**config.mk**
```make
export PLATFORM = sky130hd
export DESIGN_NAME = mem_access_master_flat
export DESIGN_NICKNAME = d
export VERILOG_FILES = /design/src/rtl/mem_if_pkg.sv /design/src/rtl/mem_access_master_if.sv /design/src/rtl/mem_access_master.sv /design/src/flat_wrapper.sv
export SDC_FILE = /design/constraint.sdc
export NUM_CORES = 1
export LEC_CHECK = 0
export ABC_AREA = 1
export CORE_MARGIN = 5
export CORE_UTILIZATION = 45
export CTS_CLUSTER_DIAMETER = 30
export DETAILED_ROUTE_END_ITERATION = 8
export HOLD_SLACK_MARGIN = 0.12
export PLACE_DENSITY = 0.78
export SYNTH_ARGS = -nofsm -noshare
export SYNTH_HDL_FRONTEND = slang
export SYNTH_SLANG_ARGS = --single-unit
```
**constraint.sdc**
```tcl
create_clock -name clk -period 4.4 [get_ports clk]
set_clock_uncertainty 0.2 [all_clocks]
set_input_delay 0.88 -clock clk [delete_from_list [all_inputs] [get_ports clk]]
set_output_delay 0.88 -clock clk [all_outputs]
set_load 0.03 [all_outputs]
```
**src/rtl/mem_if_pkg.sv**
```systemverilog
// Shared definitions for the memory access master.
//  - Default widths: AW (address), DW (data), LW (burst length field).
//  - state_t: sequencer states.
//      IDLE    : waiting for a request
//      WR      : single-beat write in flight
//      RD_WAIT : read strobe being sampled by the memory
//      RD_CAP  : capture read data
//      RESP    : read beat presented to the client
package mem_if_pkg;
   localparam int AW_DEF = 5;
   localparam int DW_DEF = 8;
   localparam int LW_DEF = 5;

   typedef enum logic [2:0] {
      IDLE    = 3'd0,
      WR      = 3'd1,
      RD_WAIT = 3'd2,
      RD_CAP  = 3'd3,
      RESP    = 3'd4
   } state_t;
endpackage

```
**src/rtl/mem_access_master_if.sv**
```systemverilog
// Client-side request/response channel of the memory access master.
//  request : req_valid/req_ready handshake with req_write, req_adr, req_wdata, req_len
//  response: rsp_valid/rsp_ready handshake with rsp_data, rsp_last
// Modports:
//  master : the requesting client (drives req_*, rsp_ready)
//  slave  : the memory access master (drives req_ready, rsp_*)
interface mem_access_master_if
   import mem_if_pkg::*;
#(
   parameter int AW = AW_DEF,
   parameter int DW = DW_DEF,
   parameter int LW = LW_DEF
) ();
   logic          req_valid;
   logic          req_ready;
   logic          req_write;
   logic [AW-1:0] req_adr;
   logic [DW-1:0] req_wdata;
   logic [LW-1:0] req_len;
   logic          rsp_valid;
   logic          rsp_ready;
   logic [DW-1:0] rsp_data;
   logic          rsp_last;

   modport master (
      output req_valid, req_write, req_adr, req_wdata, req_len, rsp_ready,
      input  req_ready, rsp_valid, rsp_data, rsp_last
   );

   modport slave (
      input  req_valid, req_write, req_adr, req_wdata, req_len, rsp_ready,
      output req_ready, rsp_valid, rsp_data, rsp_last
   );
endinterface

```
**src/rtl/mem_access_master.sv**
```systemverilog
// Memory access master: initiator side of a single-port synchronous memory.
// Accepts single-beat writes and incrementing read bursts from a client and
// sequences memwen/memRead to the memory; read data goes back to the client
// over a valid/ready response channel. This is the only block driving the
// memory strobes.
// Ports:
//  clk    : clock, all state updates on posedge
//  rst_n  : asynchronous active-low reset
//  client : request/response channel (slave modport)
//  busy   : high whenever the sequencer is not IDLE
//  adr    : memory address (registered, wraps modulo 2**AW)
//  data   : memory write data (registered)
//  memwen : memory write strobe, one cycle per write
//  memRead: memory read strobe, one cycle per beat
//  resMem : memory read data, valid the cycle after memRead is sampled
module mem_access_master
   import mem_if_pkg::*;
#(
   parameter int AW = AW_DEF,
   parameter int DW = DW_DEF,
   parameter int LW = LW_DEF
) (
   input  logic                 clk,
   input  logic                 rst_n,
   mem_access_master_if.slave   client,
   output logic                 busy,
   output logic [AW-1:0]        adr,
   output logic [DW-1:0]        data,
   output logic                 memwen,
   output logic                 memRead,
   input  logic [DW-1:0]        resMem
);

   state_t        state_reg;
   state_t        state_next;
   logic [LW-1:0] cnt_reg;
   logic          req_ready_reg;
   logic          rsp_valid_reg;
   logic          rsp_last_reg;
   logic [DW-1:0] rsp_data_reg;
   logic [AW-1:0] adr_reg;
   logic [DW-1:0] data_reg;
   logic          memwen_reg;
   logic          mem_read_reg;
   logic          accept;

   // req_ready is only ever high in IDLE, so this is the accept condition.
   assign accept = req_ready_reg & client.req_valid;

   always_comb begin
      state_next = state_reg;
      case (state_reg)
         IDLE:    if (accept) state_next = client.req_write ? WR : RD_WAIT;
         WR:      state_next = IDLE;
         RD_WAIT: state_next = RD_CAP;
         RD_CAP:  state_next = RESP;
         RESP: begin
            if (client.rsp_ready) state_next = (cnt_reg == '0) ? IDLE : RD_WAIT;
         end
         default: state_next = IDLE;
      endcase
   end

   always_ff @(posedge clk or negedge rst_n) begin
      if (!rst_n) begin
         state_reg     <= IDLE;
         cnt_reg       <= '0;
         req_ready_reg <= 1'b0;
         rsp_valid_reg <= 1'b0;
         rsp_last_reg  <= 1'b0;
         rsp_data_reg  <= '0;
         adr_reg       <= '0;
         data_reg      <= '0;
         memwen_reg    <= 1'b0;
         mem_read_reg  <= 1'b0;
      end else begin
         state_reg <= state_next;
         case (state_reg)
            IDLE: begin
               // req_ready is low only on the first edge after reset; raise it
               // there so nothing is accepted before that edge.
               if (!req_ready_reg) begin
                  req_ready_reg <= 1'b1;
               end else if (client.req_valid) begin
                  req_ready_reg <= 1'b0;
                  adr_reg       <= client.req_adr;
                  if (client.req_write) begin
                     data_reg   <= client.req_wdata;
                     memwen_reg <= 1'b1;
                  end else begin
                     mem_read_reg <= 1'b1;
                     cnt_reg      <= client.req_len;
                  end
               end
            end
            WR: begin
               memwen_reg    <= 1'b0;
               req_ready_reg <= 1'b1;
            end
            RD_WAIT: begin
               mem_read_reg <= 1'b0;
            end
            RD_CAP: begin
               rsp_data_reg  <= resMem;
               rsp_valid_reg <= 1'b1;
               rsp_last_reg  <= (cnt_reg == '0);
            end
            RESP: begin
               // Under backpressure everything holds: no address step, no strobe.
               if (client.rsp_ready) begin
                  rsp_valid_reg <= 1'b0;
                  rsp_last_reg  <= 1'b0;
                  if (cnt_reg != '0) begin
                     adr_reg      <= adr_reg + 1'b1;   // natural wrap at 2**AW
                     cnt_reg      <= cnt_reg - 1'b1;
                     mem_read_reg <= 1'b1;
                  end else begin
                     req_ready_reg <= 1'b1;
                  end
               end
            end
            default: ;
         endcase
      end
   end

   assign busy             = (state_reg != IDLE);
   assign adr              = adr_reg;
   assign data             = data_reg;
   assign memwen           = memwen_reg;
   assign memRead          = mem_read_reg;
   assign client.req_ready = req_ready_reg;
   assign client.rsp_valid = rsp_valid_reg;
   assign client.rsp_data  = rsp_data_reg;
   assign client.rsp_last  = rsp_last_reg;

endmodule

```
**src/flat_wrapper.sv**
```systemverilog
// flat-port wrapper written by rule: the top's interface ports become plain ports
module mem_access_master_flat import mem_if_pkg::*;
#(
   parameter int AW = AW_DEF,
   parameter int DW = DW_DEF,
   parameter int LW = LW_DEF
)
  (clk, rst_n, busy, adr, data, memwen, memRead, resMem, client_req_valid, client_req_write, client_req_adr, client_req_wdata, client_req_len, client_rsp_ready, client_req_ready, client_rsp_valid, client_rsp_data, client_rsp_last);
  mem_access_master_if #(.AW(AW), .DW(DW), .LW(LW)) client_i ();
  input  logic clk;
  input  logic rst_n;
  output logic busy;
  output logic [AW-1:0] adr;
  output logic [DW-1:0] data;
  output logic memwen;
  output logic memRead;
  input  logic [DW-1:0] resMem;
  input wire logic [$bits(client_i.req_valid)-1:0] client_req_valid;
  input wire logic [$bits(client_i.req_write)-1:0] client_req_write;
  input wire logic [$bits(client_i.req_adr)-1:0] client_req_adr;
  input wire logic [$bits(client_i.req_wdata)-1:0] client_req_wdata;
  input wire logic [$bits(client_i.req_len)-1:0] client_req_len;
  input wire logic [$bits(client_i.rsp_ready)-1:0] client_rsp_ready;
  output wire logic [$bits(client_i.req_ready)-1:0] client_req_ready;
  output wire logic [$bits(client_i.rsp_valid)-1:0] client_rsp_valid;
  output wire logic [$bits(client_i.rsp_data)-1:0] client_rsp_data;
  output wire logic [$bits(client_i.rsp_last)-1:0] client_rsp_last;
  assign client_i.req_valid = client_req_valid;
  assign client_i.req_write = client_req_write;
  assign client_i.req_adr = client_req_adr;
  assign client_i.req_wdata = client_req_wdata;
  assign client_i.req_len = client_req_len;
  assign client_i.rsp_ready = client_rsp_ready;
  assign client_req_ready = client_i.req_ready;
  assign client_rsp_valid = client_i.rsp_valid;
  assign client_rsp_data = client_i.rsp_data;
  assign client_rsp_last = client_i.rsp_last;
  mem_access_master #(.AW(AW), .DW(DW), .LW(LW)) u_core (.clk(clk), .rst_n(rst_n), .client(client_i), .busy(busy), .adr(adr), .data(data), .memwen(memwen), .memRead(memRead), .resMem(resMem));
endmodule
```
==> metrics.md <==
| Metric | Value |
|---|---|
| Endpoints failing setup | `0` |
| Clock power frac | `0.124` |
| Drt pass-1 iters | `4` |
| IO Port Bufs | `57` |
| Max-Cap Viols | `0` |
| Slowest CP cell | `clkdlybuf4s50_1` |
| Total power | `1.85 mW` |
| Wirelength per Cell | `12.0 µm` |
| Fill cells | `roughly 350` |
| Share of cells above drive strength 1 | `0.150` |
| Synthesized area | `1780 µm²` |
| Grt ovf | `0` |
| Total track usage | `0.162` |
| Mapped Cells | `204` |
| Initial antenna violation count | `0` |
| CP Class | `register to output port` |
| Tcrit/Tclk final | `0.625` |
| Vias per inst | `~4.8` |
| Slew @ Worst Pin | `0.420 ns` |
| Warnings from Yosys | `0` |
| R2r worst-path depth | `8` |
| Combinational power share | `0.560` |
| Worst vdd ir | `0.336 mV` |
| Avg Cell Area, Syn | `8.72 µm²` |
| Largest cells by area after synthesis | `dfrtp_1 (48%), nand2_1 (16%), inv_1 (5.1%), mux2_2 (4.4%), o21ai_2 (3.9%)` |
| Clk slew on worst S/H paths | `0.07 ns` |
| I/O pins | `just under 60` |
| Slew margin rel. | `0.720` |
| Post CTS Setup Buffer Count | `0` |
| DRT iter0 DRCs | `110` |
| Number of global-route vias before repair | `1499` |
| Dpl cell area | `2380 µm²` |
| Place WS | `~1.9 ns` |
| CP arrival | `1.67 ns` |
| Share of the synthesized area in the top cell type | `0.478` |
| Async SR Flop Fraction | `1.00` |
| Pwr Density | `around 750 nW/µm²` |
| Hold Fails Final Rpt | `0` |
| RePlAce Congestion | `roughly 0.86` |
| Most frequent cells after synthesis | `nand2_1 (77), dfrtp_1 (34), inv_1 (24)` |
| Area grow syn2layout | `39.1%` |
| Worst reg-to-reg setup slack | `2.68 ns` |
| Synth Flop Type | `dfrtp_1` |
| Status | `finished clean` |
| Die width | `~73 µm` |
| Switch share | `0.451` |
| EDFF count, synth | `0` |
| # diodes | `0` |
| Hold Path End | `u_core.data[0]` |
| Worst path cell trace | `nor2_4, nand2_1, clkdlybuf4s50_1` |
| FF-to-FF Start | `u_core.state_reg[1]` |
| Fin area | `2470 µm²` |
| # hold bufs at CTS | `0` |
| Die area | `5310 µm²` |
| Final Slew Violations | `0` |
| Setup TNS | `0 ns` |
| Leakage Power | `1.24 nW` |
| Final Critical Period | `approximately 2.8 ns` |
| Root buffer cell | `clkbuf_8` |
| Crit path capture type | `output port` |
| Non-filler cells, final | `315` |
| Largest net degree at the start of global routing | `35` |
| Syn Nets | `around 240` |
| Min Hold Slack | `0.281 ns` |
| Nets | `299` |
| Via count | `1501` |
| CP Buf/Inv Count | `1` |
| Sequential share of power | `0.316` |
| Initial Utilization | `0.475` |
| Sequential cell area | `851 µm²` |
| Most common cell in the netlist | `nand2_1` |
| Worst min-delay path category | `register to register` |
| Placed cell count | `307` |
| CP top delay family | `buffers and inverters` |
| Worst-skew pair later-pin latency | `0.28 ns` |
| Sequential fraction of the synthesis area | `0.478` |
| Fin util | `0.661` |
| Psw | `~830 µW` |
| Multi-input gate area | `795 µm²` |
| Residual DRC | `0` |
| Worst-path fanout max | `6` |
| Fmax | `364 MHz` |
| CP required | `3.32 ns` |
| Crit Reg-Reg Endpoint | `u_core.cnt_reg[3]` |
| Startpoint types | `register` |
| Min-delay src | `u_core.data[0]` |
| CTS resizes | `0` |
| Inserted Clock Buffers | `5` |
| Final wirelength | `3790 µm` |
| Htree depth | `2` |
| Final WS setup | `1.65 ns` |
| Core Footprint | `3740 µm²` |
| First-pass GRT wire length | `6650 µm` |
| Hold Path Cell Cnt | `2` |
| Die height | `between 70 and 80 µm` |
| Remaining antenna violation count after routing | `0` |
| Seq cells post-synth | `34` |
| CTS tree | `yes` |
| Slowest cell delay on critical path | `roughly 0.6 ns` |
| # clock sinks | `34` |
| Detail Placement HPWL | `around 2900 µm` |
| Row count | `22` |
| Netlist cell types | `23` |
| RSZ-0062 raised after global routing | `no` |
| Post-synth top area cell | `dfrtp_1` |
| Max Buffers Root-to-Sink | `2` |
| Internal | `1.01 mW` |
## worst max path at each step
stage / from / end / slack (ns) / cells past startpoint
2_1_floorplan: u_core.state_reg[1] / busy / 2.46 / 2
3_3_place_gp: client_req_write / u_core.data[6] / 1.95 / 6
3_5_place_dp: client_req_write / u_core.data[1] / 1.93 / 6
4_1_cts: u_core.state_reg[1] / busy / 1.63 / 3
5_1_grt: u_core.state_reg[1] / busy / 1.58 / 3
6_report: u_core.state_reg[1] / busy / 1.65 / 3
## per-layer routing
layer  track usage  routed length (µm)
met2         0.271                1890
met5             0                   0
met1         0.199                1600
met3        0.0427                 237
met4        0.0615                  57
## cells in the final DEF (no fill, tap or decap), drive strengths merged
cell type	synthesis	routed
ha	2	2
inv	26	26
nand2	84	84
buf	3	1
clkinv	0	1
a21boi	1	1
nand3	13	13
a21oi	1	1
mux2	8	8
nand4	3	3
clkdlybuf4s50	0	57
o22ai	1	1
nor2	9	9
o21ai	17	17
clkbuf	0	7
dfrtp	34	34
xnor2	2	2
## power by group through the flow
| stage | registers [mW] | logic [mW] | clock network (mW) |
|---|---|---|---|
| after floorplan | 0.794 | 0.471 | 0 |
| after global placement | 0.582 | 1.03 | 0 |
| after detailed placement | 0.588 | 1.04 | 0 |
| after CTS | 0.585 | 1.05 | 0.236 |
| after global routing | 0.609 | 1.14 | 0.249 |
| final | 0.584 | 1.04 | 0.229 |
## area by class of cell
class / count / area share
clock buffer: 7 / 0.0349
multi-input combinational: 141 / 0.321
inverter: 26 / 0.0404
timing repair buffer: 58 / 0.234
clock inverter: 1 / 0.00202
sequential: 34 / 0.344
tap: 48 / 0.0243
## kinds of logic (layout without fill, tap and decap cells)
logic type               Yosys count  in the layout  share of synthesized area
adder cells (fa/ha/maj)            2              2                     0.0141
AO/OA/AOI/OAI                     20             20                     0.0774
flip-flops                        34             34                      0.478
XOR/XNOR                           2              2                    0.00985
multiplexers                       8              8                     0.0527
AND/OR/NAND/NOR                  109            109                      0.293
buffers and inverters             29             92                     0.0752
## tightest hold or removal path, stage by stage (launching register included)
cell	delay, ns
dfrtp_1	0.34
nand2_1	0.06
o21ai_2	0.05
No activity file was read; power rests on OpenSTA's default activity.
==> variant 1 (same flow settings) <==
`LW_DEF`: 5 -> 4.
--- a/src/rtl/mem_if_pkg.sv
+++ b/src/rtl/mem_if_pkg.sv
@@ -9,7 +9,7 @@
 package mem_if_pkg;
    localparam int AW_DEF = 5;
    localparam int DW_DEF = 8;
-   localparam int LW_DEF = 5;
+   localparam int LW_DEF = 4;
 
    typedef enum logic [2:0] {
       IDLE    = 3'd0,
Ports: changed (resized client_req_len); port bits go from 58 to 57. No check against the original RTL was run, so the function may have changed too.
==> variant 1 against the unedited design <==
Critical path depth unchanged; worst setup slack got worse by 51 ps; sequential cell count decreased by 1; design area decreased by 7.9%; power decreased by 9.1%; global-route usage decreased by 0.36 points; routed wire length decreased by 4.9%; synthesized area decreased by 8.7%; largest power group unchanged; highest routed layer unchanged.
==> variant 1: results <==
metrics = {
    "power": {
        "max-vdd-ir-drop_uv": 402,
        "p_int_uw": 902,
        "leakage_uw": 0.00112,
    },
    "layout": {
        "final_layout_size_suffix_gt1_share_pct": 10.9,
        "fin_cells": 302,
        "fill_cells": 297,
    },
    "place": {
        "place_congestion": 0.784,
        "dp_slack_ps": 1960,
        "dpl.hpwl_mm": 2.69,
        "place_area_um2": 2230,
        "dp_cells": 294,
        "numPortBuffers": 56,
    },
    "grt": {
        "grtUsageMet3_pct": 7.46,
        "use_met2_pct": 23.9,
        "antenna_found_initial": 0,
        "grt_max_degree": 34,
        "grt_pass1_wl_mm": 6.33,
        "gr-usage-all-layers_pct": 15.8,
        "grt_pass1_vias": 1470,
        "gr-usage-met1_pct": 19.0,
    },
    "synth": {
        "ys_async_sr_fraction_pct": 100,
        "synth_area_leaders": "dfrtp_1, nand2_1, mux2_2, inv_1, nand3_1",
        "netlist_instances": 193,
        "seq_area_frac_synth_pct": 50.8,
        "syn-num-nets": 225,
        "yosysWarnings": 0,
        "netlist_top_cells_count": "nand2_1, dfrtp_1, inv_1, nand3_1",
        "synth_cell_type_count": 21,
    },
    "critical_path": {
        "cp.arrival_ps": 1720,
        "cpPeakStageDelay_ps": 610,
        "cp_top_family": "buffers and inverters",
        "crit_fanout": 6,
    },
    "clock_network": {
        "cts-root-buf": "clkbuf_4",
        "clk_pin_slew_ps": 100,
        "clk_path_buf_depth": 2,
        "cts_buffers": 5,
        "clk_latency_ps": 340,
        "post_cts_buffers": 0,
    },
    "route": {
        "drt_iter0_markers": 72,
        "wire_per_inst_um": 11.9,
        "viasPerCell": 4.73,
    },
    "run_status": {
        "status": "finished clean",
    },
    "worst_hold_path": {
        "hold_class": "flip-flop to flip-flop",
    },
    "sta": {
        "tightest_slew_ps": 408,
    },
}
==> variant 1: cell count changes after synthesis, moves of 3 or more <==
| cell | unedited run | this run |
|---|---|---|
| inv_1 | 24 | 16 |
| nand2_1 | 77 | 85 |
| o21ai_2 | 8 | 0 |
| nand2_4 | 5 | 0 |
| a21oi_1 | 0 | 3 |
==> variant 1: path summary, 6_finish.rpt <==
check / from / to / slack, ps / depth (start not counted)
setup / recovery: u_core.state_reg[1]$_DFFE_PN0P_ / busy / 1600 / 3
hold / removal: u_core.data[7]$_DFFE_PN0P_ / u_core.data[7]$_DFFE_PN0P_ / 280 / 2
setup reg to reg: u_core.state_reg[1]$_DFFE_PN0P_ / u_core.data[4]$_DFFE_PN0P_ / 2780 / 6
hold reg to reg: u_core.data[7]$_DFFE_PN0P_ / u_core.data[7]$_DFFE_PN0P_ / 280 / 2
max in group asynchronous: rst_n / u_core.data[4]$_DFFE_PN0P_ / 2970 / 2
min in group asynchronous: rst_n / u_core.client.rsp_last$_DFFE_PN0P_ / 730 / 2
==> variant 1: cell families after synthesis <==
kind of cell	count (synthesis)	share of synthesized area (%)
AO/OA/AOI/OAI	13	4.24
adder cells (fa/ha/maj)	2	1.54
AND/OR/NAND/NOR	115	31.3
multiplexers	8	5.55
buffers and inverters	20	5.47
flip-flops	33	50.8
XOR/XNOR	2	1.08
==> variant 1: worst reg2reg max path: stages (launching register included) <==
cell and delay [ps]:
dfrtp_1 460, nor2_4 230, nand3_2 130, nor2_4 240, inv_2 130, nand2_1 80
nand2_1 50
==> variant 1: power by group through the flow <==
stage	clock network [uW]	logic [uW]	registers [uW]
floorplan	0	396	774
global placement	0	952	559
detailed placement	0	964	568
CTS	166	968	563
global route	179	1050	584
finish	163	957	561
==> variant 1: cell type report <==
class	instances	share of cell area, %
multi-input cells	140	31.1
repair buffers	57	24.9
flip-flops and latches	33	36.2
inverters	18	3.07
clock buffers	8	2.14
well taps	46	2.52
==> variant 1: per-stage QoR <==
step                      utilization, %  hold slack (ps)
after floorplan                        -              265
after global placement              65.3              252
after detailed placement            65.3              262
after CTS                           66.7              285
after global routing                66.7              303
final                               66.7              280
==> variant 1: metal layers <==
layer	wire length (um)	share of wire (%)
met1	1570	44
met2	1580	44
met3	404	11
met4	46	1.3
met5	0	0
==> variant 2 (same flow settings) <==
Without the edit above. Re-encode `state_t` (5 states) as one-hot, 5 bits wide.
--- a/src/rtl/mem_if_pkg.sv
+++ b/src/rtl/mem_if_pkg.sv
@@ -11,12 +11,12 @@
    localparam int DW_DEF = 8;
    localparam int LW_DEF = 5;
 
-   typedef enum logic [2:0] {
-      IDLE    = 3'd0,
-      WR      = 3'd1,
-      RD_WAIT = 3'd2,
-      RD_CAP  = 3'd3,
-      RESP    = 3'd4
+   typedef enum logic [4:0] {
+      IDLE    = 5'b00001,
+      WR      = 5'b00010,
+      RD_WAIT = 5'b00100,
+      RD_CAP  = 5'b01000,
+      RESP    = 5'b10000
    } state_t;
 endpackage
 
Formal check against the unedited RTL: same outputs for any inputs over 10 cycles, from zero or initial values and one cycle with rst_n low; not proved beyond that.
==> variant 2 against the unedited design <==
Die area is 3.7% higher; design area is 4.2% higher; synthesized area is 4.3% higher; power is 7.2% higher; worst setup slack worse by 140 ps; critical path type unchanged; largest power group unchanged; register-to-register slack worse by 120 ps; global-route usage is 0.081 points higher; critical path depth is 1 higher; routed wire length is 7.7% higher; sequential cell count is 2 higher; utilization is 1.6 points lower; cell count is 5.4% higher; non-clock buffer count is 1 lower.
==> variant 2: results <==
metrics = {
    "layout": {
        "fin_cells": 332,
        "nets": 314,
        "final_layout_size_suffix_gt1_share_pct": 13.1,
    },
    "grt": {
        "grt_pass1_vias": 1570,
        "grt_max_degree": 37,
        "grt_pass1_wl_mm": 6.82,
        "gr-usage-all-layers_pct": 16.2,
    },
    "synth": {
        "netlist_instances": 219,
        "syn-num-nets": 252,
        "synth_area_leaders": "dfrtp_1, nand2_1, mux2_2, nand3_1, inv_1",
        "synth_cell_type_count": 29,
        "netlist_top_cells_count": "nand2_1, dfrtp_1, inv_1, nand3_1, mux2_2",
        "seq_area_frac_synth_pct": 48.6,
    },
    "critical_path": {
        "cpPeakStageDelay_ps": 640,
        "crit_fanout": 4,
        "cp.arrival_ps": 1810,
    },
    "place": {
        "place_congestion": 0.869,
        "dp_cells": 324,
        "place_area_um2": 2470,
        "numPortBuffers": 57,
        "dpl.hpwl_mm": 3.05,
    },
    "route": {
        "drt_iter0_markers": 82,
        "wirelength_mm": 4.08,
        "viasPerCell": 4.85,
    },
    "clock_network": {
        "cts_htree_levels": 2,
    },
    "sta": {
        "tightest_slew_ps": 767,
    },
    "power": {
        "max-vdd-ir-drop_uv": 450,
        "leakage_uw": 0.00129,
    },
    "run_status": {
        "status": "finished clean",
    },
}
-- variant 2: path summary, 6_finish.rpt --
kind,startpoint,endpoint,slack [ps],cells past startpoint
min in group asynchronous,rst_n,u_core.adr[1]$_DFFE_PN0P_,460,1
hold reg to reg,u_core.data[4]$_DFFE_PN0P_,u_core.data[4]$_DFFE_PN0P_,280,2
hold / removal,u_core.data[4]$_DFFE_PN0P_,u_core.data[4]$_DFFE_PN0P_,280,2
setup reg to reg,u_core.cnt_reg[0]$_DFFE_PN0P_,u_core.adr[2]$_DFFE_PN0P_,2560,8
setup / recovery,u_core.state_reg[0]$_DFFE_PN1P_,busy,1510,4
max in group asynchronous,rst_n,u_core.client.req_ready$_DFFE_PN0P_,3050,1
-- variant 2: through the flow --
| step | hold slack, ps | worst slack, ps | utilization, % |
|---|---|---|---|
| finish | 279 | 1510 | 64.5 |
| floorplan | 262 | 2400 | - |
| global placement | 263 | 1860 | 61.7 |
| CTS | 285 | 1500 | 64.5 |
| detailed placement | 265 | 1820 | 61.7 |
| global route | 307 | 1450 | 64.5 |
-- variant 2: metal layers --
layer	part of all wire [%]	global-route usage (%)	vias to the layer above
met3	6.3	3.78	12
li1	-	-	820
met1	42	19.0	731
met2	50	28.5	46
met4	2.1	6.92	0
met5	0	0	-
-- variant 2: cell families after synthesis --
group,after synthesis,share of synthesized area (%)
AO/OA/AOI/OAI,12,3.71
XOR/XNOR,2,0.944
adder cells (fa/ha/maj),2,1.35
buffers and inverters,21,4.79
flip-flops,36,48.6
multiplexers,8,4.86
AND/OR/NAND/NOR,138,35.7
-- variant 2: where the power goes --
group	internal (uW)	switching, uW
logic	435	653
clock network	168	118
registers	488	121
total	1090	892
-- variant 2: final cells by class --
| cell class | count | area, um2 |
|---|---|---|
| sequential | 36 | 902 |
| fill | 360 | 1420 |
| clock buffer | 5 | 68.8 |
| clock inverter | 3 | 42.5 |
| inverter | 19 | 72.6 |
| tap | 50 | 62.6 |
| timing repair buffer | 57 | 566 |
| multi-input combinational | 162 | 865 |
-- variant 2: tightest hold or removal path, stage by stage (launching register included) --
cell     delay, ps
dfrtp_1        340
nand2_1         50
nand2_1         50
